File: config.mk
export PLATFORM = sky130hd
export DESIGN_NAME = booth_r4_mult_seq
export DESIGN_NICKNAME = d
export VERILOG_FILES = /design/src/rtl/booth_r4_mult_seq.sv
export SDC_FILE = /design/constraint.sdc
export NUM_CORES = 1
export LEC_CHECK = 0
export CAP_MARGIN = 20
export CORE_ASPECT_RATIO = 0.8
export CORE_MARGIN = 2
export CORE_UTILIZATION = 53
export DETAILED_ROUTE_END_ITERATION = 7
export PLACE_DENSITY = 0.83
export SLEW_MARGIN = 20
export SYNTH_ARGS = -nofsm -noshare
export SYNTH_HDL_FRONTEND = slang
export SYNTH_SLANG_ARGS = --single-unit
File: constraint.sdc
create_clock -name clk -period 5.6 [get_ports clk]
set_input_delay 0.84 -clock clk [delete_from_list [all_inputs] [get_ports clk]]
set_output_delay 0.84 -clock clk [all_outputs]
set_load 0.1 [all_outputs]
File: src/rtl/booth_r4_mult_seq.sv
// Sequential radix-4 (modified) Booth multiplier with start/ready/done handshake and held product.
// Optional: define BOOTH_EARLY_TERM_EN to finish as soon as every remaining Booth digit is zero.
module booth_r4_mult_seq #(
    parameter int WIDTH = 32,
    parameter int CW    = $clog2(WIDTH/2+2)
) (
    input  logic               clk,
    input  logic               clr_n,
    input  logic               start,
    input  logic               signed_mode,
    input  logic [WIDTH-1:0]   mcand,
    input  logic [WIDTH-1:0]   mplier,
    output logic               ready,
    output logic               busy,
    output logic               done,
    output logic [2*WIDTH-1:0] product,
    output logic [CW-1:0]      iter_cnt
);
    localparam int PW = 2*WIDTH;
    localparam int QW = WIDTH+2;
    localparam logic [CW-1:0] N_SIGNED   = CW'(WIDTH/2);
    localparam logic [CW-1:0] N_UNSIGNED = CW'(WIDTH/2+1);

    typedef enum logic [1:0] {IDLE = 2'd0, RUN = 2'd1, DONE = 2'd2} state_e;

    state_e               state_q, state_d;
    logic signed [PW-1:0] acc_q, acc_d;
    logic signed [PW-1:0] m_q, m_d;
    logic signed [QW-1:0] q_q, q_d;
    logic                 lb_q, lb_d;
    logic [CW-1:0]        cnt_q, cnt_d;
    logic [CW-1:0]        n_q, n_d;
    logic                 accept;
    logic                 skip;

    function automatic logic signed [PW-1:0] booth_addend(input logic [2:0] triple,
                                                          input logic signed [PW-1:0] m);
        booth_addend = '0;
        case (triple)
            3'b001, 3'b010: booth_addend = m;
            3'b011:         booth_addend = m <<< 1;
            3'b100:         booth_addend = -(m <<< 1);
            3'b101, 3'b110: booth_addend = -m;
            default:        booth_addend = '0;
        endcase
    endfunction

    function automatic logic [CW-1:0] sat_inc(input logic [CW-1:0] v, input logic [CW-1:0] lim);
        sat_inc = (v >= lim) ? v : v + CW'(1);
    endfunction

    assign accept = start && (state_q != RUN);

`ifdef BOOTH_EARLY_TERM_EN
    // Q and lookback all-equal means every remaining recoded digit is zero.
    assign skip = (&{q_q, lb_q}) || !(|{q_q, lb_q});
`else
    assign skip = 1'b0;
`endif

    always_comb begin
        state_d = state_q;
        acc_d   = acc_q;
        m_d     = m_q;
        q_d     = q_q;
        lb_d    = lb_q;
        cnt_d   = cnt_q;
        n_d     = n_q;
        case (state_q)
            IDLE, DONE: begin
                if (accept) begin
                    acc_d   = '0;
                    cnt_d   = '0;
                    lb_d    = 1'b0;
                    m_d     = {{WIDTH{signed_mode & mcand[WIDTH-1]}}, mcand};
                    q_d     = {{2{signed_mode & mplier[WIDTH-1]}}, mplier};
                    n_d     = signed_mode ? N_SIGNED : N_UNSIGNED;
                    state_d = RUN;
                end else if (state_q == DONE) begin
                    state_d = IDLE;
                end
            end
            RUN: begin
                if (skip) begin
                    state_d = DONE;
                end else begin
                    acc_d = acc_q + booth_addend({q_q[1:0], lb_q}, m_q);
                    m_d   = m_q <<< 2;
                    lb_d  = q_q[1];
                    q_d   = q_q >>> 2;
                    cnt_d = sat_inc(cnt_q, n_q);
                    if (cnt_d == n_q) begin
                        state_d = DONE;
                    end
                end
            end
            default: state_d = IDLE;
        endcase
    end

    always_ff @(posedge clk or negedge clr_n) begin
        if (!clr_n) begin
            state_q <= IDLE;
            acc_q   <= '0;
            cnt_q   <= '0;
        end else begin
            state_q <= state_d;
            acc_q   <= acc_d;
            cnt_q   <= cnt_d;
        end
    end

    // Operand shift registers need no reset: they are always loaded on accept.
    always_ff @(posedge clk) begin
        m_q  <= m_d;
        q_q  <= q_d;
        lb_q <= lb_d;
        n_q  <= n_d;
    end

    assign ready    = (state_q == IDLE) || (state_q == DONE);
    assign busy     = (state_q == RUN);
    assign done     = (state_q == DONE);
    assign product  = acc_q;
    assign iter_cnt = cnt_q;
endmodule

# Yosys cells after proc, flatten, opt, wreduce, memory -nomap -nowiden
# Cells that the tools add are included.
[totals]
reg_bits = 175
word_cells = 58
inputBits = 68
out_inout_bits = 72
[op_classes]
n_bitwise = 3
addsub = 4
n_reduce_logical = 11
n_mux = 18
eq_ne = 13
n_lt_le_gt_ge = 1
[op_table]
columns = ["cell", "count"]
rows = [
  ["64-bit case mux with 2 select lines", 2],
  ["64-bit case mux with 4 select lines", 1],
  ["64-bit two-way mux", 3],
  ["64-bit negator", 2],
  ["34-bit case mux with 2 select lines", 1],
  ["64-bit adder", 1],
  ["34-bit two-way mux", 1],
  ["5-bit two-way mux", 2],
  ["5-bit case mux with 2 select lines", 1],
  ["3-bit equality test (second input constant)", 3],
  ["3-bit by 2-bit equality test with 1-bit output (second input constant)", 2],
  ["2-bit two-way mux", 3],
  ["2-bit AND reduction", 3],
  ["2-bit OR reduction", 3],
  ["5-bit by 1-bit adder with 5-bit output (second input constant)", 1],
  ["5-bit equality test", 1],
  ["5-bit >= comparator", 1],
  ["2-bit by 1-bit != test with 1-bit output (second input constant)", 2],
  ["2-bit case mux with 2 select lines", 1],
  ["3-bit by 1-bit equality test with 1-bit output (second input constant)", 1],
  ["3-bit != test (second input constant)", 1],
  ["3-bit AND reduction", 1],
  ["1-bit bitwise AND", 2],
  ["2-bit by 1-bit equality test with 1-bit output (second input constant)", 1],
  ["other kinds (9)", 10],
]

# Depth between registers and ports, before layout
[logic_depth]
ltp_word = 6
depth_mapped = 24
depth_no_buf = 24

# Worst setup path after synthesis
# No wires, ideal clock.
[synth_timing]
kind = "reg-to-reg"
startpoint = "register m_q[22]"
endpoint = "register acc_q[63], in the netlist product[63]"
path_slack_ns = 0.389
n_path_buf = 2
arrival_ns = 5.046
required_time_ns = 5.434
setup_ns = 0.166
period_less_slack_ns = 5.211
path_stages_with_launch = 24
cell_sequence = "edfxtp_1 or3_1 or3_1 buf_6 nor3_4 nand2_1 or3_1 nand2_1 xor2_1 nor2_1 a221o_1 ha_1 clkbuf_1 and4_1 nand4_1 nor3_1 nand2_1 a211oi_2 o31a_2 a41oi_2 o21a_1 o31ai_1 mux2i_1 o311ai_1"
[synth_via]
elab_chain_cells = 5
elab_cells_between_ends = 6
classes_between = "add/sub: 3; mux: 3"
[synth_lines]
columns = ["item", "line_no", "text"]
rows = [
  ["start: declaration", "28", "logic signed [PW-1:0] m_q, m_d;"],
  ["start signal: assignment", "115", "m_q <= m_d;"],
  ["64-bit negator, on equally long branches", "43, 42", ""],
  ["64-bit case mux with 4 select lines *", "39", "case (triple)"],
  ["64-bit two-way mux *", "69", "case (state_q)"],
  ["64-bit adder *", "87", "acc_d = acc_q + booth_addend({q_q[1:0], lb_q}, m_q);"],
  ["64-bit case mux with 2 select lines *", "69", ""],
  ["end signal: assignment", "104", "acc_q <= '0;"],
  ["end signal: assignment", "108", "acc_q <= acc_d;"],
  ["end: declaration", "27", "logic signed [PW-1:0] acc_q, acc_d;"],
]
# Every way passes the cells marked *; elsewhere a longest branch is shown, timed or not. The select of a mux whose other input is x is not followed.
# A chain may end at the register's enable or synchronous reset.

# Worst setup path after layout
[layout_timing]
startpoint = "register m_q[19]"
endpoint = "register acc_q[63], in the netlist product[63]"
# Same word-level chain as after synthesis.

==> flow_metrics.tcl <==
set metrics [dict create \
    cp-start-kind "flop" \
    holdWs_ns 0.252 \
    row_count 52 \
    synth_top_area_frac 0.219 \
    min_path_type "primary input to async pin" \
    power.density_nw_per_um2 162 \
    viasPerCell 6.33 \
    post-route-min-period_ns 5.37 \
    clk_path_buf_depth 2 \
    yosysTopAreaCell "edfxtp_1" \
    yosys-top-cells-area "edfxtp_1 22%, dfrtp_1 13%, nand2_1 9.6%, ha_1 6.0%, o21ai_0 5.5%" \
    synth-seq-cells 171 \
    post-route-cell-area_um2 16300 \
    htreeDepth 4 \
    worstRegToRegCells 21 \
    outcome "completed" \
    cts_buffers 17 \
    grt_pass1_vias 12515 \
    synth_edf_count 100 \
    grt_use_total 0.303 \
    place_area_um2 15600 \
    path_class "flop to flop" \
    synthSimpleGateAreaFrac 0.215 \
    place_congestion 0.967 \
    setup_viol 0 \
    critPathCaptureType "flop" \
    tritoncts "yes" \
    max_slew_margin 0.314 \
    dr.pass1.iters 6 \
    num_antenna_cells 0 \
    pin_count 140 \
    slew_violations 0 \
    ir_drop_v 0.000219 \
    instances_no_fill 2138 \
    worst_pin_slew_ns 1.03 \
    regArea_um2 4780 \
    ant_nets 0 \
    synthAdderAreaFrac 0.0617 \
    met3_length_mm 4.39 \
    die_h_um 148 \
    fmax_ghz 0.186 \
    synth_xor_xnor_area_share 0.0888 \
    vias 13544 \
    num-fill-cells 2103 \
    ys_types 78 \
    dr_wl_met2_mm 18.3 \
    path_clk_slew_ns 0.08 \
    drt-total-wl_mm 41.3 \
    synth.area.mux_share 0.00383 \
    critPathRequiredTime_ns 5.92 \
    synth_compound_area_frac 0.241 \
    die_w_um 184 \
    hold_buffers 0 \
    multi_input_comb_area_um2 8520 \
    synth_area_per_cell_um2 8.10 \
    clk_latency_ns 0.46 \
    place_hpwl_mm 29.3 \
    cts_sinks 171 \
    rsz0062_at_grt "yes" \
    hold_viol_final 0 \
    synth_fp_nets 1829 \
    portBuffers 139 \
    skew_ns 0.0162 \
    ys.warnings.count 0 \
    initial_core_util 0.540 \
    crit_fanout 6 \
    antenna_found_initial 0 \
    drive_gt1_frac 0.0849 \
    cp_data_arrival_time_ns 5.69 \
    dp.cells 2105 \
    drt_iter0_markers 1820 \
    synth_top_family_by_area "compound AO/OA/AOI/OAI gates" \
    highest_layer "met4" \
    grt_max_degree 87 \
    grt_pass1_wl_mm 65.8 \
    synthFlopType "edfxtp_1" \
    overflow 0 \
    synthArstFlopShare 0.415 \
    p_leak_nw 7.29 \
    synthCells 1694 \
    clock-root-buffer "clkbuf_16" \
    syn_area_um2 13700 \
    dieArea_um2 27200 \
    drv_cap 0 \
    wl_met1_mm 17.7 \
    wl_per_cell_um 19.3 \
    period_share 0.960 \
    drc 0 \
    ys_seq_area_frac 0.349 \
    nets 1936 \
    syn_to_final_growth_pct 18.8 \
    coreArea_um2 25400 \
]
-- cell usage in the layout (no fill, tap or decap), types with 22 or more instances in the layout --
| cell | Yosys | routed |
|---|---|---|
| edfxtp_1 | 100 | 100 |
| buf_4 | 0 | 65 |
| nor2_1 | 103 | 101 |
| nand4_1 | 22 | 22 |
| xnor2_1 | 77 | 77 |
| a21o_1 | 72 | 72 |
| o21ai_0 | 150 | 147 |
| inv_1 | 28 | 27 |
| a22oi_1 | 39 | 39 |
| nand2_1 | 351 | 351 |
| a221oi_1 | 25 | 25 |
| dfrtp_1 | 71 | 71 |
| nor3_1 | 31 | 28 |
| nand3_1 | 32 | 31 |
| ha_1 | 66 | 65 |
| clkdlybuf4s50_1 | 0 | 138 |
| a21oi_1 | 120 | 116 |
| xor2_1 | 62 | 61 |
-- layout make-up --
class                   instances  share of cell area
clock buffers                  17              0.0261
clock inverters                15              0.0108
inverters                      30             0.00714
multi-input cells            1378               0.523
flip-flops and latches        171               0.293
well taps                     324              0.0249
repair buffers                203               0.115
-- flip-flops by register name, summed over array words and instances (netlist names) --
| register | count |
|---|---|
| state_q | 2 |
| product | 64 |
| iter_cnt | 5 |
| q_q | 34 |
| n_q | 1 |
| m_q | 64 |
| lb_q | 1 |
-- synthesized netlist by cell type, drive strengths merged (4+ instances only) --
cell and number:
nand2 351, o21ai 156, a21oi 121, nor2 104
clkbuf 101, edfxtp 100, xnor2 77, a21o 72
dfrtp 71, ha 66, xor2 62, a22oi 39
nor3 36, nand3 34, inv 29, a221oi 25
or3 25, nand4 23, buf 14, nand2b 14
o22ai 14, a31oi 13, o21a 13, and2 11
nor4 11, o31ai 10, a22o 8, and3 8
o21bai 8, or2 7, a211oi 6, nor2b 6
o221ai 6, or4 6, o211ai 4
-- layer usage --
layer / global-route usage / up-vias
li1: - / 6319
met3: 0.0663 / 87
met1: 0.432 / 6367
met2: 0.464 / 771
met5: 0 / -
met4: 0.0860 / 0
-- worst max-delay path, cell delays in order (launching register included) --
cell,delay (ns)
edfxtp_1,0.48
nor4_2,0.47
nand3_2,0.28
nor3_4,0.27
nand2_1,0.13
or3_1,0.39
nand2_1,0.11
xor2_1,0.17
nor2_1,0.06
a221o_1,0.35
ha_1,0.35
and4_1,0.23
nand4_1,0.13
nor3_1,0.20
nand2_1,0.09
a211oi_2,0.26
o31a_2,0.25
a41oi_2,0.16
o21a_1,0.25
o31ai_1,0.28
mux2i_1,0.21
o311ai_1,0.11
-- final timing paths --
kind	start	endpoint	slack, ns
worst max-delay path	m_q[19]	product[63]	0.23
worst min-delay path	clr_n	product[15]	0.25
worst max register to register	m_q[19]	product[63]	0.23
worst min register to register	q_q[3]	q_q[1]	0.51
max in group asynchronous	clr_n	iter_cnt[3]	4.36
min in group clk	q_q[3]	q_q[1]	0.51
-- report_power, final --
| group | internal [mW] | leakage (nW) | switching (mW) |
|---|---|---|---|
| Combinational | 0.0413 | 5.23 | 0.0179 |
| Sequential | 1.32 | 1.76 | 0 |
| Clock | 0.641 | 0.291 | 0.613 |
-- kinds of logic after synthesis --
group                      after synthesis
muxes                                    5
adders and majority gates               67
xor gates and xnor gates               139
and+or+nand+nor                        645
AOI/OAI and AO/OA                      522
buffers and inverters                  145
DFF                                    171
-- metrics by stage --
| step | setup slack, ns | power, mW | util | setup TNS, ns |
|---|---|---|---|---|
| 6_report | 0.225 | 2.63 | 0.642 | 0 |
| 5_1_grt | -0.107 | 2.70 | 0.642 | -0.119 |
| 4_1_cts | 0.0535 | 2.64 | 0.637 | 0 |
| 3_5_place_dp | 0.0821 | 1.41 | 0.613 | 0 |
| 3_3_place_gp | 0.194 | 1.41 | 0.613 | 0 |
| 2_1_floorplan | 0.389 | 1.35 | - | 0 |
-- repair_timing --
item | 4_1_cts | 5_1_grt
buffers inserted | 0 | 1
resized for setup | 2 | 25
endpoints found under the hold margin | 0 | 0
setup endpoints to repair | 1 | 16
pin swaps | 0 | 4
Note: power is estimated with default switching activity, not from simulation.
